==> src/rtl/pipeline_hazard_ctrl_if.sv <==
// Data-memory request/ready handshake bundle.
// master = hazard controller, slave = data memory.
interface pipeline_hazard_ctrl_if;
  logic dmem_req;
  logic dmem_ready;

  modport master (
    output dmem_req,
    input  dmem_ready
  );

  modport slave (
    input  dmem_req,
    output dmem_ready
  );
endinterface

==> src/rtl/pipeline_hazard_ctrl.sv <==
// Stall/flush/dmem-freeze control for the 5-stage MIPS pipeline.
// Optional perf counters: define HAZARD_PERF_CNT_EN.
module pipeline_hazard_ctrl #(
  parameter int MEM_TIMEOUT = 15
) (
  input  logic        clk,
  input  logic        reset,
  input  logic [5:0]  IDop,
  input  logic [5:0]  EXop,
  input  logic [5:0]  MEMop,
  input  logic [4:0]  IDrs,
  input  logic [4:0]  IDrt,
  input  logic [4:0]  EXrt,
  input  logic [4:0]  EXrd,
  input  logic [4:0]  MEMrt,
  input  logic        branch_taken,
  pipeline_hazard_ctrl_if.master dmem,
  output logic        pc_we,
  output logic        ifid_we,
  output logic        ifid_flush,
  output logic        idex_bubble,
  output logic        pipe_freeze,
  output logic        mem_err,
  output logic [31:0] stall_cnt,
  output logic [31:0] flush_cnt
);

  localparam logic [5:0] OP_LW = 6'b100011;
  localparam logic [5:0] OP_SW = 6'b101011;
  localparam logic [5:0] OP_RT = 6'b000000;
  localparam logic [5:0] OP_BEQ = 6'b000100;
  localparam logic [5:0] OP_BNE = 6'b000101;
  localparam logic [5:0] OP_J = 6'b000010;
  localparam logic [5:0] OP_ADDI = 6'b001000;

  localparam int CW = $clog2(MEM_TIMEOUT + 1);
  localparam logic [CW-1:0] TMO = CW'(MEM_TIMEOUT);

  typedef enum logic [1:0] {
    RUN,
    MEMWAIT,
    ERROR
  } state_e;

  state_e state_q, state_d;
  logic [CW-1:0] cnt_q, cnt_d;
  logic err_q, err_d;

  logic rs_use, rt_use, is_br;
  logic ex_dv;
  logic [4:0] ex_dst;
  logic load_use, br_haz, stall;
  logic flush_req, mem_acc;
  logic freeze, req;

  always_comb begin
    rs_use = 1'b0;
    rt_use = 1'b0;
    is_br  = 1'b0;
    unique case (IDop)
      OP_RT: begin
        rs_use = 1'b1;
        rt_use = 1'b1;
      end
      OP_ADDI, OP_LW: rs_use = 1'b1;
      OP_SW: begin
        rs_use = 1'b1;
        rt_use = 1'b1;
      end
      OP_BEQ, OP_BNE: begin
        rs_use = 1'b1;
        rt_use = 1'b1;
        is_br  = 1'b1;
      end
      default: ;
    endcase
  end

  always_comb begin
    ex_dv  = 1'b0;
    ex_dst = 5'd0;
    unique case (EXop)
      OP_RT: begin
        ex_dv  = 1'b1;
        ex_dst = EXrd;
      end
      OP_ADDI, OP_LW: begin
        ex_dv  = 1'b1;
        ex_dst = EXrt;
      end
      default: ;
    endcase
  end

  // $zero is never a real dependency.
  always_comb begin
    load_use = (EXop == OP_LW) &&
               (EXrt != 5'd0) &&
               ((rs_use && IDrs == EXrt) ||
                (rt_use && IDrt == EXrt));
    br_haz = is_br &&
             ((ex_dv && ex_dst != 5'd0 &&
               (ex_dst == IDrs ||
                ex_dst == IDrt)) ||
              (MEMop == OP_LW &&
               MEMrt != 5'd0 &&
               (MEMrt == IDrs ||
                MEMrt == IDrt)));
    stall = load_use || br_haz;
    flush_req = (IDop == OP_J) ||
                (is_br && branch_taken);
    mem_acc = (MEMop == OP_LW) ||
              (MEMop == OP_SW);
  end

  always_comb begin
    state_d     = state_q;
    cnt_d       = cnt_q;
    err_d       = err_q;
    freeze      = 1'b0;
    req         = 1'b0;
    pc_we       = 1'b1;
    ifid_we     = 1'b1;
    ifid_flush  = 1'b0;
    idex_bubble = 1'b0;

    unique case (state_q)
      RUN: begin
        if (mem_acc) begin
          req = 1'b1;
          if (!dmem.dmem_ready) begin
            freeze  = 1'b1;
            state_d = MEMWAIT;
            cnt_d   = '0;
          end
        end
      end
      MEMWAIT: begin
        req = 1'b1;
        // Ready wins over the timeout.
        if (dmem.dmem_ready) begin
          state_d = RUN;
          cnt_d   = '0;
        end else begin
          freeze = 1'b1;
          cnt_d  = cnt_q + CW'(1);
          if (cnt_d == TMO) begin
            state_d = ERROR;
            err_d   = 1'b1;
          end
        end
      end
      ERROR: freeze = 1'b1;
      default: begin
        state_d = RUN;
        cnt_d   = '0;
      end
    endcase

    if (freeze) begin
      pc_we   = 1'b0;
      ifid_we = 1'b0;
    end else if (stall) begin
      pc_we       = 1'b0;
      ifid_we     = 1'b0;
      idex_bubble = 1'b1;
    end else if (flush_req) begin
      ifid_flush = 1'b1;
    end

    if (reset) begin
      state_d     = RUN;
      cnt_d       = '0;
      err_d       = 1'b0;
      freeze      = 1'b0;
      req         = 1'b0;
      pc_we       = 1'b0;
      ifid_we     = 1'b0;
      ifid_flush  = 1'b1;
      idex_bubble = 1'b1;
    end
  end

  always_ff @(posedge clk) begin
    state_q <= state_d;
    cnt_q   <= cnt_d;
    err_q   <= err_d;
  end

  assign pipe_freeze   = freeze;
  assign dmem.dmem_req = req;
  assign mem_err       = err_q;

`ifdef HAZARD_PERF_CNT_EN
  logic [31:0] stall_cnt_q, stall_cnt_d;
  logic [31:0] flush_cnt_q, flush_cnt_d;

  always_comb begin
    stall_cnt_d = stall_cnt_q;
    flush_cnt_d = flush_cnt_q;
    if (reset) begin
      stall_cnt_d = '0;
      flush_cnt_d = '0;
    end else begin
      if (!pc_we)
        stall_cnt_d = stall_cnt_q + 32'd1;
      if (ifid_flush)
        flush_cnt_d = flush_cnt_q + 32'd1;
    end
  end

  always_ff @(posedge clk) begin
    stall_cnt_q <= stall_cnt_d;
    flush_cnt_q <= flush_cnt_d;
  end

  assign stall_cnt = stall_cnt_q;
  assign flush_cnt = flush_cnt_q;
`else
  assign stall_cnt = 32'd0;
  assign flush_cnt = 32'd0;
`endif

endmodule

==> src/flat_wrapper.sv <==
// flat-port wrapper written by rule: the top's interface ports become plain ports
module pipeline_hazard_ctrl_flat 
#(
  parameter int MEM_TIMEOUT = 15
)
  (clk, reset, IDop, EXop, MEMop, IDrs, IDrt, EXrt, EXrd, MEMrt, branch_taken, pc_we, ifid_we, ifid_flush, idex_bubble, pipe_freeze, mem_err, stall_cnt, flush_cnt, dmem_dmem_req, dmem_dmem_ready);
  pipeline_hazard_ctrl_if dmem_i ();
  input  logic clk;
  input  logic reset;
  input  logic [5:0] IDop;
  input  logic [5:0] EXop;
  input  logic [5:0] MEMop;
  input  logic [4:0] IDrs;
  input  logic [4:0] IDrt;
  input  logic [4:0] EXrt;
  input  logic [4:0] EXrd;
  input  logic [4:0] MEMrt;
  input  logic branch_taken;
  output logic pc_we;
  output logic ifid_we;
  output logic ifid_flush;
  output logic idex_bubble;
  output logic pipe_freeze;
  output logic mem_err;
  output logic [31:0] stall_cnt;
  output logic [31:0] flush_cnt;
  output wire logic [$bits(dmem_i.dmem_req)-1:0] dmem_dmem_req;
  input wire logic [$bits(dmem_i.dmem_ready)-1:0] dmem_dmem_ready;
  assign dmem_dmem_req = dmem_i.dmem_req;
  assign dmem_i.dmem_ready = dmem_dmem_ready;
  pipeline_hazard_ctrl #(.MEM_TIMEOUT(MEM_TIMEOUT)) u_core (.clk(clk), .reset(reset), .IDop(IDop), .EXop(EXop), .MEMop(MEMop), .IDrs(IDrs), .IDrt(IDrt), .EXrt(EXrt), .EXrd(EXrd), .MEMrt(MEMrt), .branch_taken(branch_taken), .dmem(dmem_i), .pc_we(pc_we), .ifid_we(ifid_we), .ifid_flush(ifid_flush), .idex_bubble(idex_bubble), .pipe_freeze(pipe_freeze), .mem_err(mem_err), .stall_cnt(stall_cnt), .flush_cnt(flush_cnt));
endmodule
==> config.mk <==
export PLATFORM = sky130hd
export DESIGN_NAME = pipeline_hazard_ctrl_flat
export DESIGN_NICKNAME = d
export VERILOG_FILES = /design/src/rtl/pipeline_hazard_ctrl_if.sv /design/src/rtl/pipeline_hazard_ctrl.sv /design/src/flat_wrapper.sv
export SDC_FILE = /design/constraint.sdc
export NUM_CORES = 1
export LEC_CHECK = 0
export CAP_MARGIN = 25
export CORE_MARGIN = 5
export CORE_UTILIZATION = 31
export CTS_BUF_LIST = sky130_fd_sc_hd__clkbuf_8
export DETAILED_ROUTE_END_ITERATION = 10
export PLACE_DENSITY_LB_ADDON = 0.3
export REMOVE_ABC_BUFFERS = 1
export SYNTH_ARGS = -nofsm -noshare
export SYNTH_HDL_FRONTEND = slang
export SYNTH_SLANG_ARGS = --single-unit
export TNS_END_PERCENT = 100
==> constraint.sdc <==
create_clock -name clk -period 3.9 [get_ports clk]
set_input_delay 0.975 -clock clk [delete_from_list [all_inputs] [get_ports clk]]
set_output_delay 0.975 -clock clk [all_outputs]
set_load 0.1 [all_outputs]
==> metrics.csv, run 1 <==
stage,metric,value,unit
outcome,status,finished with violations,
outcome,failing checks,negative setup slack,
worst_setup_path,FF-to-FF End,u_core.cnt_q[3],
clocking,Longest Clk Path Bufs,2,
power,Pleak,1.15,nW
detailed_routing,drt initial violations,53,
timing,setup ws final,-0.147,ns
timing,Max-slew headroom,34.7,%
final_layout,ant diodes,0,
clocking,TritonCTS Buffers,3,
floorplan,Die Wd,83.6,um
clocking,clock sink count,7,
timing,Fin. Hold Viols,0,
worst_setup_path,end of the critical path,ifid_we,
detailed_routing,drt first pass iters,4,
worst_setup_path,crit path capture type,output port,
job,max-cap viol count,0,
timing,Final min period,4.05,ns
grt,total grt overflow,0,
worst_setup_path,crit path DAT,3.07,ns
timing,endpoints failing setup,4,
worst_setup_path,Slowest cell on crit path,or3_4,
worst_setup_path,Crit. Startpoint,EXop[0],
synthesis,Synth Instances,221,
place,Port Buf Inserts,53,
clocking,Hold Buf Count CTS,0,
synthesis,"Seq/Total Area, Yosys",8.34,%
final_layout,Final Core Density,49.0,%
min_path,Hold Path Class,reg2reg,
worst_setup_path,R2R depth,4,
detailed_routing,Routed Antenna Nets,0,
worst_setup_path,max incr delay on CP,0.40,ns
timing,unrepaired setup endpoints after global routing,true,
place,post-DP HPWL,3.95,mm
final_layout,Layout Nets,360,
grt,first-pass GRT wire length,7.59,mm
floorplan,row count,26,
power,PwrDens,246,nW/um^2
floorplan,Core ar.,5170,um^2
clocking,Worst-Skew Late Latency,0.23,ns
detailed_routing,Post-Route WL,4.88,mm
worst_setup_path,critical path type,in2out,
worst_setup_path,flop2flop setup slack,2.51,ns
worst_setup_path,CP max FO,7,
grt,GRT Resource Usage Total,12.6,%
clocking,clock root cell,clkbuf_8,
final_layout,Syn-to-layout area delta,50.9,%
synthesis,Post-synth ARST share,0,%
clocking,Worst-path clk slew,0.04,ns
detailed_routing,wire per inst,12.9,um
timing,Max Slew Vio Count,0,
timing,slew at the pin with the worst max-slew slack,0.976,ns
floorplan,Die ar.,6990,um^2
timing,fmax,247,MHz
place,Placer Congestion,0.843,
final_layout,share of cells above drive strength 1,25.2,%
worst_setup_path,Most Frequent Cell on Critical Path,buf_6,
clocking,H-tree lvl count,1,
floorplan,Starting Density,32.5,%
synthesis,Post-Synthesis Cell Area,1680,um^2
synthesis,Post-synth EDFFs,0,
synthesis,yosys warns,0,
grt,pin count of the biggest net entering global routing,13,
synthesis,"Distinct cells, synth",46,
worst_setup_path,CP cell instances,buf_6 -> buf_6 -> or3_4 -> nor3_4 -> buf_6 -> a22oi_2 -> xor2_1 -> a41oi_2 -> a21oi_4 -> nor4b_2 -> buf_4 -> buf_12,
power,Max VDD drop,0.188,mV
final_layout,number of fill cells in the layout,511,
clocking,CTS tree,done,
place,pre-CTS setup slack,-0.587,ns
floorplan,Die H,83.6,um
detailed_routing,via count,1706,
timing,Tcrit/Tclk final,104,%
grt,vias in the first global route,1623,
worst_setup_path,start of the worst register-to-register path,u_core.state_q[1],
detailed_routing,Residual DRC,0,
floorplan,I/O pin cnt,118,
worst_setup_path,Worst Path Required,2.92,ns
synthesis,ys flop type,dfxtp_1,
place,placed cell count,364,
detailed_routing,Vias/cell,4.49,
synthesis,Yosys reg bits,7,
timing,Fin Clk Skew,0.000242,ns
grt,initial antenna violation count,0,
synthesis,Syn Area/Cell,7.60,um^2
final_layout,Post-Layout Cell Count,380,
worst_setup_path,critical path startpoint category,input port,
## final cells by class
cell class	instances	area [um^2]	area share, %
flip-flops and latches	7	140	5.53
inverters	4	15.0	0.592
clock inverters	1	3.75	0.148
well taps	70	87.6	3.46
clock buffers	3	41.3	1.63
repair buffers	92	886	34.9
multi-input cells	203	1360	53.7
## state kept, by name, indices dropped and copies added, names as in the netlist
register        count
u_core.cnt_q        4
u_core.state_q      2
u_core.mem_err      1
## Yosys cell counts, drive strengths merged, types with 2 or more instances
cell | count | share of area [%]
nand2 | 8 | 1.9
nand2b | 2 | 0.74
xor2 | 14 | 7.3
or3 | 2 | 1.0
nand4 | 2 | 0.74
a221o | 6 | 3.6
o21ai | 3 | 0.89
nand4b | 5 | 3.5
or4 | 2 | 0.89
nor3 | 8 | 2.7
inv | 4 | 0.89
nor4 | 3 | 1.5
dfxtp | 7 | 8.3
xnor2 | 10 | 5.2
nor2 | 16 | 3.6
a211o | 2 | 1.0
buf | 66 | 30
nand3 | 8 | 2.4
a22oi | 6 | 3.0
ha | 2 | 1.5
and3 | 8 | 3.0
clkbuf | 5 | 1.1
a32oi | 5 | 2.6
a21oi | 14 | 5.1
## layer usage
metal / track usage [%] / up-vias / wire [um]
met3: 2.96 / 4 / 376
met2: 22.3 / 76 / 2510
met5: 0 / - / 0
met4: 1.61 / 0 / 12
met1: 15.9 / 780 / 1990
li1: - / 846 / -
## stage by stage
step	hold slack [ns]	TNS, ns	cell area [um^2]	power, mW
5_1_grt	0.475	-0.888	2530	0.646
2_1_floorplan	0.464	-7.51	1400	0.405
3_5_place_dp	0.447	-2.19	2290	0.511
4_1_cts	0.453	-0.707	2450	0.618
6_report	0.446	-0.520	2530	0.623
3_3_place_gp	0.436	-2.02	2290	0.510
## repair_timing
item                       in CTS  in global routing
pin swaps                      17                 17
gates cloned                    2                  0
setup endpoints to repair       4                  4
buffers inserted                8                  2
resized for setup              40                 16
## power by group
group | switching [mW] | internal, mW
clock | 0.0323 | 0.0681
sequential | 0.000228 | 0.0720
combinational | 0.356 | 0.0946
total | 0.388 | 0.235
## logic make-up after synthesis
kind of cell             Yosys count  share of synthesized area [%]
other                              1                          0.223
buffers and inverters             75                           31.7
AND/OR/NAND/NOR                   68                           24.6
multiplexers                       1                          0.596
adder cells (fa/ha/maj)            2                           1.49
XOR/XNOR                          24                           12.5
AO/OA/AOI/OAI                     43                           20.5
flip-flops                         7                           8.34
## worst max-delay path: cells and delay by family
| kind | cells | cell delay [ns] |
|---|---|---|
| buf+inv | 5 | 0.71 |
| simple gates | 3 | 0.79 |
| compound gates | 3 | 0.43 |
| xor+xnor | 1 | 0.16 |
## placed cells by master (no fill, tap or decap), drive strengths merged, types with 2 or more instances in the layout
cell type | Yosys | routed
a22oi | 6 | 6
a211o | 2 | 2
nor4 | 3 | 3
buf | 66 | 48
nand4 | 2 | 2
a221o | 6 | 6
nor3 | 8 | 8
nand2 | 8 | 8
or3 | 2 | 2
nand3 | 8 | 8
dlymetal6s2s | 0 | 3
nand4b | 5 | 5
and3 | 8 | 8
o21ai | 3 | 3
a21oi | 14 | 15
clkbuf | 5 | 4
or4 | 2 | 2
dfxtp | 7 | 7
dlygate4sd2 | 0 | 10
a32oi | 5 | 5
ha | 2 | 2
conb | 1 | 64
inv | 4 | 5
xor2 | 14 | 14
xnor2 | 10 | 10
clkdlybuf4s50 | 0 | 29
nor2 | 16 | 16
nand2b | 2 | 2
## how the worst min path moves through the flow
| stage | start | end | slack [ns] | cells past startpoint |
|---|---|---|---|---|
| 2_1_floorplan | u_core.cnt_q[3] | u_core.cnt_q[3] | 0.46 | 2 |
| 3_3_place_gp | u_core.mem_err | u_core.mem_err | 0.44 | 2 |
| 3_5_place_dp | u_core.mem_err | u_core.mem_err | 0.45 | 2 |
| 4_1_cts | u_core.mem_err | u_core.mem_err | 0.45 | 2 |
| 5_1_grt | u_core.mem_err | u_core.mem_err | 0.48 | 2 |
| 6_report | u_core.mem_err | u_core.mem_err | 0.45 | 2 |
Power figures use the tool's default switching activity.
==> run 2, diff against run 1 <==
Settings changed: CORE_ASPECT_RATIO set to 1.1.
==> run 2 against run 1 <==
The flow still finishes with violations (negative setup slack); hold slack got worse by 0.0018 ns; utilization shrank 3.1 points; clock-buffer cell count unchanged; total power shrank 0.89%; routed wire length decreased by 11%; clock skew increased by 0.0019 ns; die area barely moved; non-clock buffer count is 8 lower; critical path type unchanged.
==> metrics.csv, run 2 (same netlist as run 1, synthesis figures left out) <==
stage,metric,value,unit
floorplan,Starting Density,31.6,%
timing,Max Slew Vio Count,0,
place,Post-DP Area,2300,um^2
floorplan,Die Wd,80.2,um
worst_setup_path,critical path depth,10,
detailed_routing,via count,1669,
timing,setup ws final,-0.173,ns
clocking,Hold Buf Count CTS,0,
grt,first-pass GRT wire length,6.30,mm
timing,slew at the pin with the worst max-slew slack,0.961,ns
floorplan,I/O pin cnt,118,
timing,unrepaired setup endpoints after global routing,true,
detailed_routing,drt initial violations,34,
clocking,Longest Clk Path Bufs,2,
final_layout,"commonest non-fill, non-tap cell in the layout",conb_1,
place,pre-CTS setup slack,-0.588,ns
timing,Tcrit/Tclk final,104,%
detailed_routing,Residual DRC,0,
floorplan,row count,28,
clocking,clock sink count,7,
timing,endpoints failing setup,4,
place,placed cell count,370,
worst_setup_path,end of the critical path,ifid_flush,
final_layout,Biggest register,u_core.cnt_q,
worst_setup_path,Worst Path Required,2.92,ns
detailed_routing,Vias/cell,4.44,
grt,initial antenna violation count,0,
worst_setup_path,Crit. Startpoint,EXop[5],
final_layout,"final std cell area, no fill",2440,um^2
power,Pleak,1.10,nW
worst_setup_path,CP cell instances,buf_6 -> or4b_4 -> a21oi_4 -> a22oi_2 -> xor2_1 -> a41oi_2 -> a21oi_2 -> buf_4 -> o31ai_4 -> buf_12,
clocking,clock root cell,clkbuf_8,
worst_setup_path,critical path startpoint category,input port,
worst_setup_path,critical path type,in2out,
detailed_routing,Routed Antenna Nets,0,
min_path,Hold Path Class,reg2reg,
worst_setup_path,flop2flop setup slack,2.53,ns
final_layout,Final Core Density,45.9,%
place,Port Buf Inserts,53,
clocking,H-tree lvl count,1,
final_layout,most frequent cells in the layout,"conb_1, clkdlybuf4s50_1, buf_4",
clocking,TritonCTS Buffers,3,
outcome,failing checks,negative setup slack,
final_layout,number of fill cells in the layout,573,
grt,GRT Resource Usage Total,11.1,%
outcome,status,finished with violations,
timing,total negative slack,-0.602,ns
place,post-DP HPWL,3.70,mm
grt,vias in the first global route,1466,
final_layout,Post-Layout Cell Count,376,
clocking,Worst-Skew Late Latency,0.23,ns
timing,Max-slew headroom,35.8,%
timing,fmax,246,MHz
final_layout,Syn-to-layout area delta,45.4,%
worst_setup_path,max incr delay on CP,0.54,ns
detailed_routing,wire per inst,11.5,um
grt,pin count of the biggest net entering global routing,15,
timing,Final min period,4.07,ns
job,max-cap viol count,0,
clocking,Worst-path clk slew,0.04,ns
power,PwrDens,253,nW/um^2
worst_setup_path,crit path DAT,3.10,ns
timing,Fin Clk Skew,0.00211,ns
floorplan,Core ar.,5330,um^2
floorplan,Die H,87.2,um
power,Tot Pwr,0.617,mW
worst_setup_path,critical path's top delay family,compound AO/OA/AOI/OAI gates,
timing,Fin. Hold Viols,0,
place,Placer Congestion,0.799,
power,Max VDD drop,0.146,mV
final_layout,ant diodes,0,
detailed_routing,drt first pass iters,4,
final_layout,Largest register FFs,4,
worst_setup_path,Slowest cell on crit path,or4b_4,
final_layout,share of cells above drive strength 1,21.9,%
min_path,Hold Path Stages,2,
worst_setup_path,start of the worst register-to-register path,u_core.state_q[1],
floorplan,Die ar.,6990,um^2
final_layout,Layout Nets,351,
worst_setup_path,R2R depth,4,
detailed_routing,Post-Route WL,4.33,mm
worst_setup_path,worst path buffer plus inverter count,3,
worst_setup_path,crit path capture type,output port,
worst_setup_path,FF-to-FF End,u_core.cnt_q[3],
clocking,CTS tree,done,
timing,WHS,0.444,ns
worst_setup_path,CP max FO,8,
grt,total grt overflow,0,
[run 2: cell types whose count changed in the layout (fill, tap and decap cells not counted), moves of 2 or more]
cell / delta
clkdlybuf4s50_1: +6
buf_4: -7
a22oi_2: -2
a22oi_1: +2
dlygate4sd2_1: -5
[run 2: worst register-to-register path: cells and delay by family (launching register included)]
kind             cells  cell delay, ns
AND/OR/NAND/NOR      3            0.83
flip-flops           1            0.33
AO/OA/AOI/OAI        1            0.14
[run 2: power by group]
group / switching [mW] / total [mW] / internal [mW]
registers: 0.000225 / 0.0722 / 0.0720
clock network: 0.0343 / 0.103 / 0.0683
logic: 0.350 / 0.443 / 0.0931
total: 0.384 / 0.617 / 0.233
[run 2: area by class of cell]
cell class | count | area, um^2 | share of cell area (%)
clock inverter | 1 | 3.75 | 0.154
tap | 75 | 93.8 | 3.84
inverter | 4 | 15.0 | 0.614
multi-input combinational | 202 | 1330 | 54.2
sequential | 7 | 140 | 5.73
timing repair buffer | 84 | 825 | 33.7
clock buffer | 3 | 41.3 | 1.69
[run 2: routing by layer]
metal	GRT usage (%)	part of all wire, %	vias up
li1	-	-	826
met1	12.4	36	767
met2	21.0	55	70
met3	2.28	8.0	6
met4	2.76	0.88	0
met5	0	0	-
[run 2: what timing repair did]
item                                   CTS  global route
setup buffers                            3             1
gates cloned                             0             0
pin swaps                               14             5
resized for setup                       33             9
endpoints found under the hold margin    0             0
setup endpoints to repair                4             4
[run 2: worst min-delay path by stage]
| stage | startpoint | to | slack, ns |
|---|---|---|---|
| after CTS | u_core.mem_err | u_core.mem_err | 0.45 |
| after global routing | u_core.mem_err | u_core.mem_err | 0.47 |
| final | u_core.mem_err | u_core.mem_err | 0.44 |
| after detailed placement | u_core.mem_err | u_core.mem_err | 0.44 |
| after floorplan | u_core.cnt_q[3] | u_core.cnt_q[3] | 0.46 |
| after global placement | u_core.mem_err | u_core.mem_err | 0.43 |
